### src/rtl/mem_port_arbiter.sv
// ---------------------------------------------------------------------------
// mem_port_arbiter
//
// Shares the single unified memory port between the instruction-fetch (IF)
// and data-memory (MEM) stages of the pipelined MIPS core.  Every access
// goes through IDLE -> BUSY_I/BUSY_D -> RESP -> IDLE.  A data request wins
// over a fetch request in IDLE.  A streak counter forces fetch to win once
// MAX_DATA_STREAK data grants have been made back-to-back while a fetch was
// waiting.
//
// Optional build macro: MEM_ARB_TIMEOUT_EN
//   defined   -> a BUSY access with no mem_ready for TIMEOUT_CYCLES edges is
//                aborted.  It completes with x_valid=1, x_err=1, x_rdata=0.
//   undefined -> BUSY waits indefinitely and if_err/dm_err are constant 0.
//
// Ports:
//   clock, reset         core clock; synchronous active-high reset
//   if_req/if_addr       fetch read request (held until if_valid)
//   if_gnt/if_valid      one-cycle pulses: accepted / complete
//   if_rdata/if_err      fetched word / aborted flag (with if_valid)
//   dm_req/dm_we         data request; 1 = store word, 0 = load word
//   dm_addr/dm_wdata     data byte address / store data
//   dm_gnt/dm_valid      one-cycle pulses: accepted / complete
//   dm_rdata/dm_err      load data (kept unchanged by stores) / aborted flag
//   mem_req/mem_we       memory access active / write enable
//   mem_addr/mem_wdata   word-aligned address / write data
//   mem_ready/mem_rdata  memory completes this cycle / read data
//   busy                 arbiter is not idle
// All outputs are registered.
// ---------------------------------------------------------------------------
module mem_port_arbiter #(
    parameter int MAX_DATA_STREAK = 4,
    parameter int TIMEOUT_CYCLES  = 16
) (
    input  logic        clock,
    input  logic        reset,
    input  logic        if_req,
    input  logic [31:0] if_addr,
    output logic        if_gnt,
    output logic        if_valid,
    output logic [31:0] if_rdata,
    output logic        if_err,
    input  logic        dm_req,
    input  logic        dm_we,
    input  logic [31:0] dm_addr,
    input  logic [31:0] dm_wdata,
    output logic        dm_gnt,
    output logic        dm_valid,
    output logic [31:0] dm_rdata,
    output logic        dm_err,
    output logic        mem_req,
    output logic        mem_we,
    output logic [31:0] mem_addr,
    output logic [31:0] mem_wdata,
    input  logic        mem_ready,
    input  logic [31:0] mem_rdata,
    output logic        busy
);

    localparam int SW = $clog2(MAX_DATA_STREAK + 1);
    localparam logic [SW-1:0] STREAK_MAX = SW'(MAX_DATA_STREAK);

    typedef enum logic [1:0] {
        IDLE   = 2'd0,
        BUSY_I = 2'd1,
        BUSY_D = 2'd2,
        RESP   = 2'd3
    } state_t;

    state_t        state_reg;
    logic [SW-1:0] streak_reg;

    // Byte-lane bits are dropped because the port only moves whole words.
    logic unused_addr_bits;
    assign unused_addr_bits = ^{if_addr[1:0], dm_addr[1:0]};

`ifdef MEM_ARB_TIMEOUT_EN
    localparam int TW = $clog2(TIMEOUT_CYCLES + 1);
    // The counter is zero on the first BUSY edge, so a match with
    // TIMEOUT_CYCLES-1 happens on the TIMEOUT_CYCLES-th edge without mem_ready.
    localparam logic [TW-1:0] TIMEOUT_LAST = TW'(TIMEOUT_CYCLES - 1);
    logic [TW-1:0] tmo_reg;
    logic          tmo_hit;
    assign tmo_hit = (tmo_reg == TIMEOUT_LAST);
`else
    logic [31:0] unused_timeout;
    assign unused_timeout = 32'(TIMEOUT_CYCLES);
    assign if_err = 1'b0;
    assign dm_err = 1'b0;
`endif

    // Arbitration.  Data wins unless the fetch has been passed over
    // MAX_DATA_STREAK times in a row.  The result is used only in IDLE.
    logic pick_data;
    logic pick_fetch;
    always_comb begin
        pick_data  = dm_req && ((streak_reg < STREAK_MAX) || !if_req);
        pick_fetch = if_req && !pick_data;
    end

    always_ff @(posedge clock) begin
        if (reset) begin
            state_reg  <= IDLE;
            streak_reg <= '0;
            if_gnt     <= 1'b0;
            if_valid   <= 1'b0;
            if_rdata   <= '0;
            dm_gnt     <= 1'b0;
            dm_valid   <= 1'b0;
            dm_rdata   <= '0;
            mem_req    <= 1'b0;
            mem_we     <= 1'b0;
            mem_addr   <= '0;
            mem_wdata  <= '0;
            busy       <= 1'b0;
`ifdef MEM_ARB_TIMEOUT_EN
            tmo_reg    <= '0;
            if_err     <= 1'b0;
            dm_err     <= 1'b0;
`endif
        end else begin
            // Grant, valid and error flags are single-cycle pulses.
            if_gnt   <= 1'b0;
            dm_gnt   <= 1'b0;
            if_valid <= 1'b0;
            dm_valid <= 1'b0;
`ifdef MEM_ARB_TIMEOUT_EN
            if_err   <= 1'b0;
            dm_err   <= 1'b0;
`endif
            case (state_reg)
                IDLE: begin
                    if (pick_data) begin
                        state_reg <= BUSY_D;
                        mem_req   <= 1'b1;
                        mem_we    <= dm_we;
                        mem_addr  <= {dm_addr[31:2], 2'b00};
                        mem_wdata <= dm_wdata;
                        dm_gnt    <= 1'b1;
                        busy      <= 1'b1;
`ifdef MEM_ARB_TIMEOUT_EN
                        tmo_reg   <= '0;
`endif
                        // A streak only counts while a fetch is waiting.
                        if (if_req) begin
                            if (streak_reg != STREAK_MAX)
                                streak_reg <= streak_reg + 1'b1;
                        end else begin
                            streak_reg <= '0;
                        end
                    end else if (pick_fetch) begin
                        state_reg  <= BUSY_I;
                        mem_req    <= 1'b1;
                        mem_we     <= 1'b0;
                        mem_addr   <= {if_addr[31:2], 2'b00};
                        mem_wdata  <= '0;
                        if_gnt     <= 1'b1;
                        busy       <= 1'b1;
                        streak_reg <= '0;
`ifdef MEM_ARB_TIMEOUT_EN
                        tmo_reg    <= '0;
`endif
                    end
                end

                BUSY_I, BUSY_D: begin
                    if (mem_ready) begin
                        state_reg <= RESP;
                        mem_req   <= 1'b0;
                        mem_we    <= 1'b0;
                        if (state_reg == BUSY_I) begin
                            if_valid <= 1'b1;
                            if_rdata <= mem_rdata;
                        end else begin
                            dm_valid <= 1'b1;
                            // A store leaves the last load result in place.
                            if (!mem_we)
                                dm_rdata <= mem_rdata;
                        end
                    end
`ifdef MEM_ARB_TIMEOUT_EN
                    else if (tmo_hit) begin
                        state_reg <= RESP;
                        mem_req   <= 1'b0;
                        mem_we    <= 1'b0;
                        if (state_reg == BUSY_I) begin
                            if_valid <= 1'b1;
                            if_err   <= 1'b1;
                            if_rdata <= '0;
                        end else begin
                            dm_valid <= 1'b1;
                            dm_err   <= 1'b1;
                            dm_rdata <= '0;
                        end
                    end else begin
                        tmo_reg <= tmo_reg + 1'b1;
                    end
`endif
                end

                RESP: begin
                    // Gives the requester one cycle to drop or change its
                    // request before arbitration runs again.
                    state_reg <= IDLE;
                    busy      <= 1'b0;
                end

                default: begin
                    state_reg <= IDLE;
                    busy      <= 1'b0;
                end
            endcase
        end
    end

endmodule

### config.mk
export PLATFORM = sky130hd
export DESIGN_NAME = mem_port_arbiter
export DESIGN_NICKNAME = d
export VERILOG_FILES = /design/src/rtl/mem_port_arbiter.sv
export SDC_FILE = /design/constraint.sdc
export NUM_CORES = 1
export LEC_CHECK = 0
export CAP_MARGIN = 20
export CORE_UTILIZATION = 42
export DETAILED_ROUTE_END_ITERATION = 10
export HOLD_SLACK_MARGIN = 0.15
export PLACE_DENSITY = 0.86
export SYNTH_ARGS = -nofsm -noshare
export SYNTH_HDL_FRONTEND = slang
export SYNTH_SLANG_ARGS = --single-unit
### constraint.sdc
create_clock -name clock -period 4.7 [get_ports clock]
set_input_delay 1.175 -clock clock [delete_from_list [all_inputs] [get_ports clock]]
set_output_delay 1.175 -clock clock [all_outputs]
set_load 0.1 [all_outputs]
======== Word-level counts from Yosys, hierarchy flattened ========
Cells that the tools add are included.
cells by class
  add/sub/neg operators ................... 1
  $lt $le $gt $ge ......................... 1
  equal/unequal tests ..................... 7
  muxes and demuxes ....................... 24
  bitwise logic cells ..................... 5
  reduce and logical (&&, ||, !) cells .... 20
operators by type and width
  kind                                                                      count
  32-bit 2-to-1 mux                                                         4
  3-bit 2-to-1 mux                                                          4
  1-bit 2-to-1 mux                                                          9
  3-bit AND reduction                                                       3
  2-bit 2-to-1 mux                                                          3
  3-bit inequality test (second input constant)                             2
  1-bit case mux with 2 select lines                                        3
  2-bit case mux with 3 select lines                                        1
  2-bit AND reduction                                                       3
  2-bit nonzero test                                                        3
  3-bit OR reduction                                                        2
  1-bit inverter                                                            5
  2-bit == test (second input constant)                                     2
  4-bit AND reduction                                                       1
  2-bit OR reduction                                                        2
  3-bit by 1-bit adder with 3-bit output (second input constant)            1
  3-bit < comparator (second input constant)                                1
  3-bit by 2-bit inequality test with 1-bit output (second input constant)  1
  2-bit by 1-bit == test with 1-bit output (second input constant)          1
  1-bit logical AND                                                         2
  1-bit zero test                                                           2
  2-bit zero test                                                           1
  2-bit inequality test (second input constant)                             1
  1-bit logical OR                                                          1
word-level totals
  register bits ........................... 140
  input bits .............................. 134
  word-level logic and storage cells ...... 71

======== Logic depth before layout (Yosys ltp) ========
Gate-level depths: netlist of run 1.
  depth after elaboration ................. 8
  depth in mapped cells ................... 7
  depth with buffers taken out ............ 5

======== Worst setup path before layout of run 1 ========
No wires, ideal clock.
  path kind ............................... input to register
  start point ............................. input if_req
  end point ............................... register mem_we
  data arrival time ....................... 2.192 ns
  data required time ...................... 4.630 ns
  setup slack ............................. 2.438 ns
  stages .................................. 4
  path buffers ............................ 1
  cell sequence ........................... buf_2 a21bo_2 or4_1 a21oi_1
between the ends
  cells in the longest elaborated chain, start to end .. 7
  elaborated cells on any way between the ends .. 9
  those cells by class .................... eq/ne: 1; mux: 2; reduce/logical: 6
ends and longest elaborated chain
  element                          line  RTL
  start: declaration               37    input logic if_req,
  1-bit zero test                  97    pick_data = dm_req && ((streak_reg < STREAK_MAX) || !if_req);
  1-bit logical OR                 97
  1-bit logical AND                97
  1-bit zero test                  98    pick_fetch = if_req && !pick_data;
  1-bit logical AND                98
  3-bit inequality test (no line)  n/a
  3-bit AND reduction (no line)    n/a
  end signal: assignment           136   mem_we <= dm_we;
  end: declaration                 52    output logic mem_we,
Parallel ways exist; a longest one is shown, timed or not.
A chain may end at the register's enable or synchronous reset.

======== Worst setup path after layout of run 1 ========
  start point ............................. register mem_we
  end point ............................... output mem_we
No word-level cell between the ends.

==> results of run 1 <==
[cell usage after synthesis]
| cell | n | area [um2] |
|---|---|---|
| nor3_1 | 2 | 10.0 |
| inv_1 | 6 | 22.5 |
| a21oi_1 | 100 | 500 |
| buf_1 | 1 | 3.75 |
| buf_4 | 4 | 30.0 |
| o21a_1 | 1 | 7.51 |
| and2_1 | 1 | 6.26 |
| mux2i_1 | 1 | 10.0 |
| nor3b_1 | 2 | 15.0 |
| nor2_1 | 32 | 120 |
| a21bo_2 | 1 | 10.0 |
| a22oi_1 | 1 | 7.51 |
| conb_1 | 1 | 3.75 |
| a22o_1 | 32 | 280 |
| a211oi_2 | 1 | 12.5 |
| dfxtp_1 | 138 | 2760 |
| or3b_2 | 1 | 8.76 |
| o21ai_1 | 1 | 5.00 |
| nand2_1 | 167 | 627 |
| nor2b_1 | 1 | 6.26 |
| o21ai_0 | 4 | 20.0 |
| a32o_1 | 1 | 10.0 |
| buf_2 | 12 | 60.1 |
| nand4bb_1 | 1 | 11.3 |
| a211oi_1 | 32 | 240 |
| and4b_1 | 1 | 10.0 |
| ha_1 | 5 | 62.6 |
| clkbuf_1 | 34 | 128 |
| a21boi_1 | 1 | 7.51 |
| nor4bb_1 | 1 | 10.0 |
| or4_1 | 1 | 7.51 |
| nand2b_1 | 3 | 18.8 |
[cells in the final DEF (no fill, tap or decap), types with 2 or more instances in the layout]
cell             count
a211oi_1            32
a21oi_1            100
a22o_1              32
buf_4               10
bufinv_16            3
clkbuf_16           17
clkdlybuf4s50_1    261
clkinv_2             4
clkinv_4             3
clkinvlp_4           2
conb_1               4
dfxtp_1            138
ha_1                 5
inv_1                6
nand2_1            167
nand2b_1             3
nor2_1              31
nor3_1               2
nor3b_1              2
o21ai_0              4
[stage by stage]
stage	util, %	std cells	hold slack, ps	cell area (um2)	setup slack [ps]
floorplan	-	593	449	5050	2440
global route	72.1	989	469	8340	1450
CTS	72.0	988	454	8320	1470
detailed placement	66.8	956	446	7720	1550
finish	72.1	989	453	8340	1510
global placement	66.8	956	441	7720	1610
[power groups by stage]
stage / Clock, mW / Sequential [mW] / Combinational, mW
finish: 1.35 / 1.58 / 3.34
floorplan: 0 / 3.39 / 0.718
global placement: 0 / 1.58 / 3.29
global route: 1.43 / 1.61 / 3.47
detailed placement: 0 / 1.60 / 3.33
CTS: 1.37 / 1.58 / 3.35
[worst register-to-register path, stage by stage (launching register included)]
cell      delay [ps]
dfxtp_1          380
inv_1             70
ha_1             430
nor4bb_4         230
buf_4            370
nand2_1          130
a21oi_1          170
[area by class of cell]
class	count	area, um2
clock inverter	14	171
timing repair buffer	272	2700
clock buffer	18	429
multi-input combinational	398	2070
sequential	138	2760
fill	848	3230
inverter	6	22.5
tap	143	179
[metal layers]
| metal | track usage [%] | wire [um] | vias to the layer above |
|---|---|---|---|
| li1 | - | - | 2479 |
| met1 | 28.2 | 6040 | 2394 |
| met2 | 44.2 | 7780 | 244 |
| met3 | 8.22 | 1340 | 39 |
| met4 | 11.8 | 512 | 0 |
| met5 | 0 | 0 | - |
[cells by family (layout without fill, tap and decap cells)]
| logic type | after synthesis | in the layout |
|---|---|---|
| buffers and inverters | 57 | 310 |
| AND/OR/NAND/NOR | 213 | 213 |
| AO/OA/AOI/OAI | 175 | 175 |
| other | 1 | 4 |
| adder cells (fa/ha/maj) | 5 | 5 |
| flip-flops | 138 | 138 |
| multiplexers | 1 | 1 |
[how the worst max path moves through the flow]
stage,start,slack (ps),cells after the start,end
5_1_grt,mem_we,1450,1,mem_we
2_1_floorplan,if_req,2440,4,mem_we
3_5_place_dp,if_req,1550,4,mem_we
3_3_place_gp,if_req,1610,4,mem_we
6_report,mem_we,1510,1,mem_we
4_1_cts,mem_we,1470,1,mem_we
==> metrics.cfg, run 1 <==
[drt]
dr.pass1.iters=8
vias_per_cell=5.21
drc=19
first_iter_violations=450
postRouteAntennaNets=0
drt-total-wl_um=15700
wire_per_inst_um=15.8
via_count=5156

[setup_path]
critical_path.slowest_cell=clkdlybuf4s50_1
crit_path_end_kind=output port
cp.required_ps=3520
r2r-start=state_reg[0]
crit_buf_inv=1
cp.arrival_ps=2020
worstPathMaxFanout=4
crit_chain=clkdlybuf4s50_1
path_class=reg -> out
reg2reg_slack_ps=2820
r2r-end=dm_rdata[1]
slowest_delay_ps=1200
worst_setup_path_start_kind=register
crit_family=buffers and inverters
ff2ff_path_depth=6

[timing]
rsz0062_at_grt=no
setup-violations-final=0
hold_viol=0
fin_crit_ps=3190
fin_crit_sh_pct=67.9
fmax_mhz=313
fin_tns_setup_ps=0
fin_worst_skew_ps=6.79
worst_slew_pin_slew_ps=1080
max_slew_margin_pct=27.9
finalMaxSlewViolations=0

[power_and_ir_drop]
p_seq_share_pct=25.2
powerDensity_mw_per_mm2=752
combPwrFrac_pct=53.2
swShare_pct=50.9
leakagePower_nw=3.09
switching_power_mw=3.19
p_total_mw=6.27
peakVddDrop_mv=0.407
p_int_mw=3.08
pwr-share-clk_pct=21.6

[final_layout]
drive_gt1_share_pct=5.79
top_regs=dm_rdata (32), if_rdata (32), mem_wdata (32)
nets=972
diodes=0
area_growth_pct=65.6

[synthesis]
ys_seq_elements=138
synthAdderAreaFrac_pct=1.24
synth.mux.area_fraction_pct=0.199
synth-xor-area-share_pct=0
synthDistinctLibCells=32
synth-simple-area-share_pct=16.9
synth_area_mm2=0.00503
yosysSeqAreaShare_pct=54.9
ys.warnings.count=0
avgSynthCellArea_um2=8.53
synth_compound_area_share_pct=21.9
synthCells=590
synth_top_family_by_area=compound AO/OA/AOI/OAI gates

[global_routing]
grt_pass1_wl_um=24900
grt_usage_pct=25.4
grt_pass1_vias=5045
grt_max_degree=73
antenna_found_initial=0
grt_overflow=0

[hold_path]
hold_class=reg -> reg
holdPathEnd=dm_rdata[15]
hold_start=dm_rdata[15]
hold_depth=2

[floorplan]
ioPinCount=271
coreArea_mm2=0.0116
dieArea_mm2=0.0124
initial_core_util_pct=43.5
die_x_um=111
rows=39
dieHeight_um=111

[clocking]
post_cts_buffers=0
root_buffer=clkbuf_16
clock_path_buffers=2
clk_pin_slew_ps=60
clk_latency_ps=410
cts_tree=yes
cts_htree_levels=4
clock-sinks=138
numCtsBuffers=17
holdBufCountCts=0
ctsResizeCount=0

[job]
max-cap-violations=0

[outcome]
outcome=finished, violations left
violations=DRC

[place]
hpwl_um=10700
numPortBuffers=262
place.gp.congestion=0.793

No activity file was read; power rests on OpenSTA's default activity.
==> run 2, diff against run 1 <==
Settings changed: CORE_UTILIZATION 42 to 39, PLACE_DENSITY 0.86 to 0.81.
Clock period 4.7 ns to 3.1 ns, I/O delays scaled along.
==> run 2 against run 1 <==
Against the previous run: combinational power increased by 48%; sequential power grew 52%; clock-buffer cell count increased by 2; hold slack about the same; via count is 0.68% lower; the run now ends clean; critical endpoint is now dm_rdata[8]; global-route usage down 2.4 points; final cell count is 3.3% higher.
==> metrics.cfg, run 2 (synthesis results as in run 1) <==
[timing]
hold_viol=0  ; unchanged
max_slew_margin_pct=61.0  ; +33 points
fin_tns_setup_ps=0  ; unchanged
fin_crit_ps=2050
rsz0062_at_grt=no
setup-violations-final=0  ; unchanged
fin_worst_skew_ps=10.4  ; +3.59 ps
finalMaxSlewViolations=0  ; unchanged
fin_crit_sh_pct=66.2
fmax_mhz=487
worst_slew_pin_slew_ps=585  ; -493 ps

[global_routing]
grt_max_degree=57  ; -22%
grt_overflow=0  ; unchanged
grt_pass1_wl_um=23700  ; -4.7%
grt_usage_pct=23.0  ; -2.4 points
grt_pass1_vias=4943  ; -2.0%
antenna_found_initial=0  ; unchanged

[clocking]
numCtsBuffers=17  ; unchanged
holdBufCountCts=0  ; unchanged
ctsResizeCount=0  ; unchanged
clock-sinks=138  ; unchanged
clk_latency_ps=420  ; about the same
post_cts_buffers=0  ; unchanged
cts_htree_levels=4  ; unchanged
clk_pin_slew_ps=60  ; about the same
clock_path_buffers=2  ; unchanged
cts_tree=yes
root_buffer=clkbuf_16

[power_and_ir_drop]
leakagePower_nw=3.38  ; +9.6%
pwr-share-clk_pct=23.3  ; +1.7 points
p_seq_share_pct=25.1  ; about the same
powerDensity_mw_per_mm2=1180  ; +56%
p_int_mw=4.78  ; +55%
swShare_pct=50.1  ; -0.72 points
combPwrFrac_pct=51.6  ; -1.6 points
peakVddDrop_mv=0.590  ; +45%
p_total_mw=9.58  ; +53%
switching_power_mw=4.80  ; +51%

[setup_path]
crit_path_end_kind=register
cp.arrival_ps=2380  ; +360 ps
crit_end=dm_rdata[8]
r2r-end=dm_rdata[8]
ff2ff_path_depth=6  ; unchanged
r2r-start=state_reg[0]
reg2reg_slack_ps=1250  ; -1570 ps
worstPathMaxFanout=32  ; +28
worst_setup_path_start_kind=input port
cp.required_ps=3430  ; -90 ps
path_class=in -> reg
critPathLaunch=mem_ready

[drt]
via_count=5121  ; -0.68%
wire_per_inst_um=15.4  ; -3.1%
vias_per_cell=5.01  ; -3.9%
drc=0  ; -19
drt-total-wl_um=15700  ; +0.13%
postRouteAntennaNets=0  ; unchanged
first_iter_violations=348  ; -23%
dr.pass1.iters=5  ; -3

[final_layout]
layout_common_cells=nand2_1 (167), buf_4 (147), dfxtp_1 (138), clkdlybuf4s50_1 (128), a21oi_1 (100)
final_cells=1022  ; +3.3%
top_regs=dm_rdata (32), if_rdata (32), mem_wdata (32)
mostFrequentLayoutCell=nand2_1
area_growth_pct=61.8
diodes=0  ; unchanged
nets=976  ; +0.41%
drive_gt1_share_pct=22.0  ; +16 points

[hold_path]
hold_class=reg -> reg

[place]
numPortBuffers=262  ; unchanged
hpwl_um=11000  ; +2.4%
place.gp.congestion=0.784  ; -1.1%
dp_cells=990  ; +3.6%

[floorplan]
coreArea_mm2=0.0126  ; +9.1%
rows=41  ; +5.1%
die_x_um=116  ; +3.7%
dieHeight_um=116  ; +3.7%
ioPinCount=271  ; unchanged
dieArea_mm2=0.0134  ; +7.5%
initial_core_util_pct=39.9  ; -3.6 points

[job]
max-cap-violations=0  ; unchanged

[outcome]
outcome=finished, final reports clean

## run 2: cell count changes in the layout (fill, tap and decap cells not counted), moves of 2 or more
| cell | previous run | this run |
|---|---|---|
| clkbuf_8 | 0 | 3 |
| clkdlybuf4s50_1 | 261 | 128 |
| bufinv_16 | 3 | 5 |
| buf_4 | 10 | 147 |
| clkinv_4 | 3 | 1 |
## run 2: power groups by stage
stage / clock network, mW / registers (mW) / logic (mW)
floorplan: 0 / 5.14 / 1.09
global placement: 0 / 2.41 / 4.86
detailed placement: 0 / 2.43 / 4.96
CTS: 2.27 / 2.41 / 4.97
global route: 2.35 / 2.45 / 5.17
finish: 2.23 / 2.40 / 4.95
## run 2: worst max-delay path: stages
cell and delay, ps:
clkdlybuf4s50_1 610, nor4bb_4 320, buf_4 370, nand2_1 110, a21oi_1 170
## run 2: how the worst min path moves through the flow
stage                        from       endpoint  slack, ps  cells after the start
floorplan           streak_reg[0]  streak_reg[0]        450                      2
global placement     dm_rdata[16]   dm_rdata[16]        440                      2
detailed placement   dm_rdata[20]   dm_rdata[20]        450                      2
CTS                  dm_rdata[20]   dm_rdata[20]        450                      2
global route         dm_rdata[20]   dm_rdata[20]        470                      2
finish               dm_rdata[20]   dm_rdata[20]        450                      2
## run 2: through the flow
step	setup slack, ps	cell area (um2)	util (%)	hold slack [ps]
3_3_place_gp	325	7460	59.1	442
4_1_cts	1080	8150	64.5	455
5_1_grt	902	8150	64.5	473
3_5_place_dp	648	7480	59.3	447
2_1_floorplan	1190	5050	-	449
6_report	1050	8150	64.5	453
## run 2: metal layers
metal  part of all wire, %  track usage [%]
met1                    38             24.3
met2                    50             40.5
met3                   9.2             7.69
met4                   2.8             12.1
met5                     0                0
## run 2: cell type report
class | instances | area [um2]
clock buffers | 20 | 467
clock inverters | 12 | 194
fillers | 1054 | 4470
inverters | 6 | 22.5
multi-input cells | 398 | 2070
flip-flops and latches | 138 | 2760
well taps | 172 | 215
repair buffers | 276 | 2410
